<file path="src/rtl/apb_master_fsm.sv">
// APB master: turns one requester command into one APB SETUP/ACCESS transfer and a one-cycle response.
// Optional ACCESS wait timeout is enabled by defining APB_MASTER_TIMEOUT_EN.
module apb_master_fsm #(
  parameter int ADDR_WIDTH     = 8,
  parameter int DATA_WIDTH     = 8,
  parameter int TIMEOUT_CYCLES = 16
) (
  input  logic                  pclk,
  input  logic                  preset,
  // Command handshake: a command transfers on a cycle where cmd_valid && cmd_ready.
  input  logic                  cmd_valid,
  output logic                  cmd_ready,
  input  logic                  cmd_write,
  input  logic [ADDR_WIDTH-1:0] cmd_addr,
  input  logic [DATA_WIDTH-1:0] cmd_wdata,
  output logic                  psel,
  output logic                  penable,
  output logic                  pwrite,
  output logic [ADDR_WIDTH-1:0] paddr,
  output logic [DATA_WIDTH-1:0] pwdata,
  input  logic                  pready,
  input  logic [DATA_WIDTH-1:0] prdata,
  input  logic                  pslverr,
  output logic                  rsp_valid,
  output logic [DATA_WIDTH-1:0] rsp_rdata,
  output logic                  rsp_err,
  output logic [1:0]            o_dbg_state
);

  typedef enum logic [1:0] {
    ST_IDLE   = 2'd0,
    ST_SETUP  = 2'd1,
    ST_ACCESS = 2'd2
  } state_t;

  state_t                r_state;
  state_t                w_next;
  logic                  w_accept;
  logic                  w_done;
  logic                  w_timeout;
  logic                  r_pwrite;
  logic [ADDR_WIDTH-1:0] r_paddr;
  logic [DATA_WIDTH-1:0] r_pwdata;
  logic                  r_rsp_valid;
  logic [DATA_WIDTH-1:0] r_rsp_rdata;
  logic                  r_rsp_err;

  assign w_accept = (r_state == ST_IDLE) && cmd_valid;
  assign w_done   = (r_state == ST_ACCESS) && pready;

`ifdef APB_MASTER_TIMEOUT_EN
  localparam int CNT_W = $clog2(TIMEOUT_CYCLES + 1);
  logic [CNT_W-1:0] r_wait_cnt;

  // Counts ACCESS cycles without pready; a pready on the limit cycle wins.
  always_ff @(posedge pclk or posedge preset) begin
    if (preset) begin
      r_wait_cnt <= '0;
    end else if (w_accept) begin
      r_wait_cnt <= '0;
    end else if ((r_state == ST_ACCESS) && !pready) begin
      r_wait_cnt <= r_wait_cnt + CNT_W'(1);
    end
  end

  assign w_timeout = (r_state == ST_ACCESS) && !pready &&
                     (r_wait_cnt == CNT_W'(TIMEOUT_CYCLES - 1));
`else
  assign w_timeout = 1'b0;
`endif

  always_ff @(posedge pclk or posedge preset) begin
    if (preset) begin
      r_state <= ST_IDLE;
    end else begin
      r_state <= w_next;
    end
  end

  always_comb begin
    w_next = r_state;
    case (r_state)
      ST_IDLE:   if (cmd_valid) w_next = ST_SETUP;
      ST_SETUP:  w_next = ST_ACCESS;
      ST_ACCESS: if (pready || w_timeout) w_next = ST_IDLE;
      default:   w_next = ST_IDLE;
    endcase
  end

  always_ff @(posedge pclk or posedge preset) begin
    if (preset) begin
      r_pwrite <= 1'b0;
      r_paddr  <= '0;
      r_pwdata <= '0;
    end else if (w_accept) begin
      r_pwrite <= cmd_write;
      r_paddr  <= cmd_addr;
      r_pwdata <= cmd_wdata;
    end
  end

  // Response fields are only updated on completion so they hold between pulses.
  always_ff @(posedge pclk or posedge preset) begin
    if (preset) begin
      r_rsp_valid <= 1'b0;
      r_rsp_rdata <= '0;
      r_rsp_err   <= 1'b0;
    end else begin
      r_rsp_valid <= w_done || w_timeout;
      if (w_done) begin
        r_rsp_rdata <= r_pwrite ? '0 : prdata;
        r_rsp_err   <= pslverr;
      end else if (w_timeout) begin
        r_rsp_rdata <= '0;
        r_rsp_err   <= 1'b1;
      end
    end
  end

  assign cmd_ready   = (r_state == ST_IDLE);
  assign psel        = (r_state != ST_IDLE);
  assign penable     = (r_state == ST_ACCESS);
  assign pwrite      = r_pwrite;
  assign paddr       = r_paddr;
  assign pwdata      = r_pwdata;
  assign rsp_valid   = r_rsp_valid;
  assign rsp_rdata   = r_rsp_rdata;
  assign rsp_err     = r_rsp_err;
  assign o_dbg_state = r_state;

endmodule

</file>
<file path="config.mk">
export PLATFORM = sky130hd
export DESIGN_NAME = apb_master_fsm
export DESIGN_NICKNAME = d
export VERILOG_FILES = /design/src/rtl/apb_master_fsm.sv
export SDC_FILE = /design/constraint.sdc
export NUM_CORES = 1
export LEC_CHECK = 0
export BUFFER_PORTS_ARGS = -buffer_cell sky130_fd_sc_hd__buf_4
export CAP_MARGIN = 20
export CORE_ASPECT_RATIO = 1.25
export CORE_MARGIN = 2
export CORE_UTILIZATION = 24
export DETAILED_ROUTE_END_ITERATION = 10
export PLACE_DENSITY = 0.51
export SLEW_MARGIN = 10
export SYNTH_ARGS = -nofsm -noshare
export SYNTH_HDL_FRONTEND = slang
export SYNTH_SLANG_ARGS = --single-unit
</file>
<file path="constraint.sdc">
create_clock -name pclk -period 1.5 [get_ports pclk]
set_clock_uncertainty 0.1 [all_clocks]
set_input_delay 0.075 -clock pclk [delete_from_list [all_inputs] [get_ports pclk]]
set_output_delay 0.075 -clock pclk [all_outputs]
set_load 0.05 [all_outputs]
</file>
==> results_dict.tcl <==
set metrics [dict create \
    yosysSeqAreaShare_pct 58.6 \
    final_area_um2 2080 \
    ys_ff_latch 29 \
    yosys-top-cells-count "29 x dfrtp_1, 18 x mux2_4, 9 x mux2_2" \
    synth_warnings 0 \
    die_x_um 68.2 \
    p_leak_nw 1.02 \
    crit_arrival_ns 1.49 \
    clk-insertion-delay-late_ns 0.27 \
    min_path_type "in -> reg" \
    report.final.setup_viol 0 \
    critPathCaptureType "flop" \
    final_max_slew_viol_count 0 \
    cts.clk_slew.worst_paths_ns 0.06 \
    diodes 0 \
    port_buffers 61 \
    die_area_um2 5750 \
    critPathKind "reg -> reg" \
    yosysTopAreaCell "dfrtp_1" \
    rsz0062_at_grt "false" \
    overflow 0 \
    synthFlopType "dfrtp_1" \
    dp_cells 198 \
    cts_tree "yes" \
    fin_crit_ns 1.43 \
    row_count 29 \
    syn_avg_cell_area_um2 16.7 \
    io_pins 62 \
    clock_sinks 29 \
    dieHeight_um 84.3 \
    p_total_mw 5.20 \
    clk_path_buf_depth 2 \
    postRouteAntennaNets 0 \
    hold_viol 0 \
    grtUsageTotal_pct 10.4 \
    fin_tns_setup_ns 0 \
    cts_buffers 5 \
    yosys.area.top_type_share_pct 58.6 \
    hpwl_um 2100 \
    status "complete, no violations" \
    grt_pass1_wl_um 4560 \
    power_density_nw_per_um2 2500 \
    path_max_fanout 9 \
    synth_edf_count 0 \
    fillers 475 \
    stdcell_count 225 \
    routabilityCongestion 0.617 \
    first_pass_iters 2 \
    maxCapViolCount 0 \
    worst-slew-pin-transition_ns 0.372 \
    antenna_found_initial 0 \
    crit_chain "nor3b_4 -> buf_4 -> mux2_4" \
    viasPerCell 4.08 \
    drc 0 \
    synth_top_cells_by_area "dfrtp_1 59%, mux2_4 22%, mux2_2 8.2%, nor2b_1 4.0%, buf_6 1.8%" \
    async_reset_ff_share_pct 100 \
    vias 917 \
    ir_worst_vdd_mv 0.867 \
    postCtsSetupRepairBufs 0 \
    synth.net_count 104 \
    initial_utilization_pct 24.7 \
    area_delta_synth_final_pct 68.4 \
    cp.required_ns 1.55 \
    grt_pass1_vias 992 \
    synthesis.area_um2 1240 \
    drtIter0Drc 18 \
    dpl_cell_area_um2 1790 \
    final_nets 192 \
    slew_headroom_pct 75.2 \
    fmax_mhz 698 \
    synth.distinct_cells 12 \
    core_area_um2 5010 \
    final_util_pct 41.6 \
    wirelength_um 2920 \
    drive_gt1_share_pct 65.0 \
    syn-instance-count 74 \
    grt_max_degree 30 \
    critical-path-slowest-cell "dfrtp_2" \
    cts_root_buffer "clkbuf_8" \
    cpPeakStageDelay_ns 0.45 \
    htree_levels 2 \
    synth_most_common_cell "dfrtp_1" \
    critPathLaunchType "flop" \
    wl_per_cell_um 13.0 \
    post-route-period-util_pct 95.5 \
]
-- repair_timing --
action | CTS | global route
resized for setup | 1 | 1
pin swaps | 0 | 0
endpoints found under the setup margin | 1 | 1
hold endpoints to repair | 47 | 0
hold buffers | 19 | 0
-- critical path, delay by kind of cell (launching register included) --
family	cells	cell delay (ns)
multiplexers	1	0.32
buffers and inverters	1	0.23
flip-flops	1	0.45
AND/OR/NAND/NOR	1	0.21
-- cell type report --
cell class	count	area (um2)	share of cell area, %
Timing Repair Buffer	84	694	33.3
Clock buffer	7	96.3	4.62
Multi-Input combinational cell	40	470	22.6
Sequential cell	29	728	35.0
Tap cell	62	77.6	3.72
Clock inverter	1	5.00	0.240
Inverter	2	11.3	0.541
-- path summary, 6_finish.rpt --
path	startpoint	to	slack, ns	cells past startpoint
min in group asynchronous	preset	rsp_rdata[2]	0.34	4
max in group asynchronous	preset	o_dbg_state[0]	0.67	4
hold / removal	pready	o_dbg_state[1]	0.06	3
hold reg to reg	paddr[3]	paddr[3]	0.41	1
setup reg to reg	o_dbg_state[1]	pwdata[3]	0.07	3
setup / recovery	o_dbg_state[1]	pwdata[3]	0.07	3
-- cells in the final DEF, fill, tap and decap left out, types with 2 or more instances in the layout --
cell / netlist / routed
mux2_2: 9 / 9
buf_4: 0 / 63
dfrtp_1: 29 / 27
dfrtp_2: 0 / 2
mux2_4: 18 / 18
clkbuf_8: 0 / 7
dlygate4sd3_1: 0 / 19
nor2b_1: 8 / 8
-- layer usage --
metal	GRT usage, %	up-vias	wire (um)	share of wire [%]
met2	17.7	39	1510	52
met5	0	-	0	0
li1	-	423	-	-
met4	3.82	0	42	1.4
met3	3.89	6	224	7.7
met1	11.5	449	1140	39
-- state kept, by name (all words and copies together), names as in the netlist --
signal / flops
paddr: 8
pwdata: 8
rsp_rdata: 8
o_dbg_state: 2
pwrite: 1
rsp_err: 1
rsp_valid: 1
-- power breakdown --
part | total (mW) | switching [mW] | internal, mW
logic | 3.08 | 1.89 | 1.19
clock network | 0.695 | 0.282 | 0.414
registers | 1.42 | 0.272 | 1.15
-- per-stage QoR --
stage / hold slack, ns / setup slack (ns)
floorplan: 0.0530 / -0.0475
global placement: 0.0742 / 0.0933
detailed placement: 0.0833 / 0.0751
CTS: 0.0520 / 0.0238
global route: 0.0640 / 0.00754
finish: 0.0594 / 0.0675
-- kinds of logic (layout without fill, tap and decap cells) --
logic type,Yosys count,count (layout),share of synthesized area [%]
DFF,29,29,58.6
muxes,27,27,30.0
and+or+nand+nor,13,13,7.28
buffers and inverters,5,94,4.04
Power figures use the tool's default switching activity.
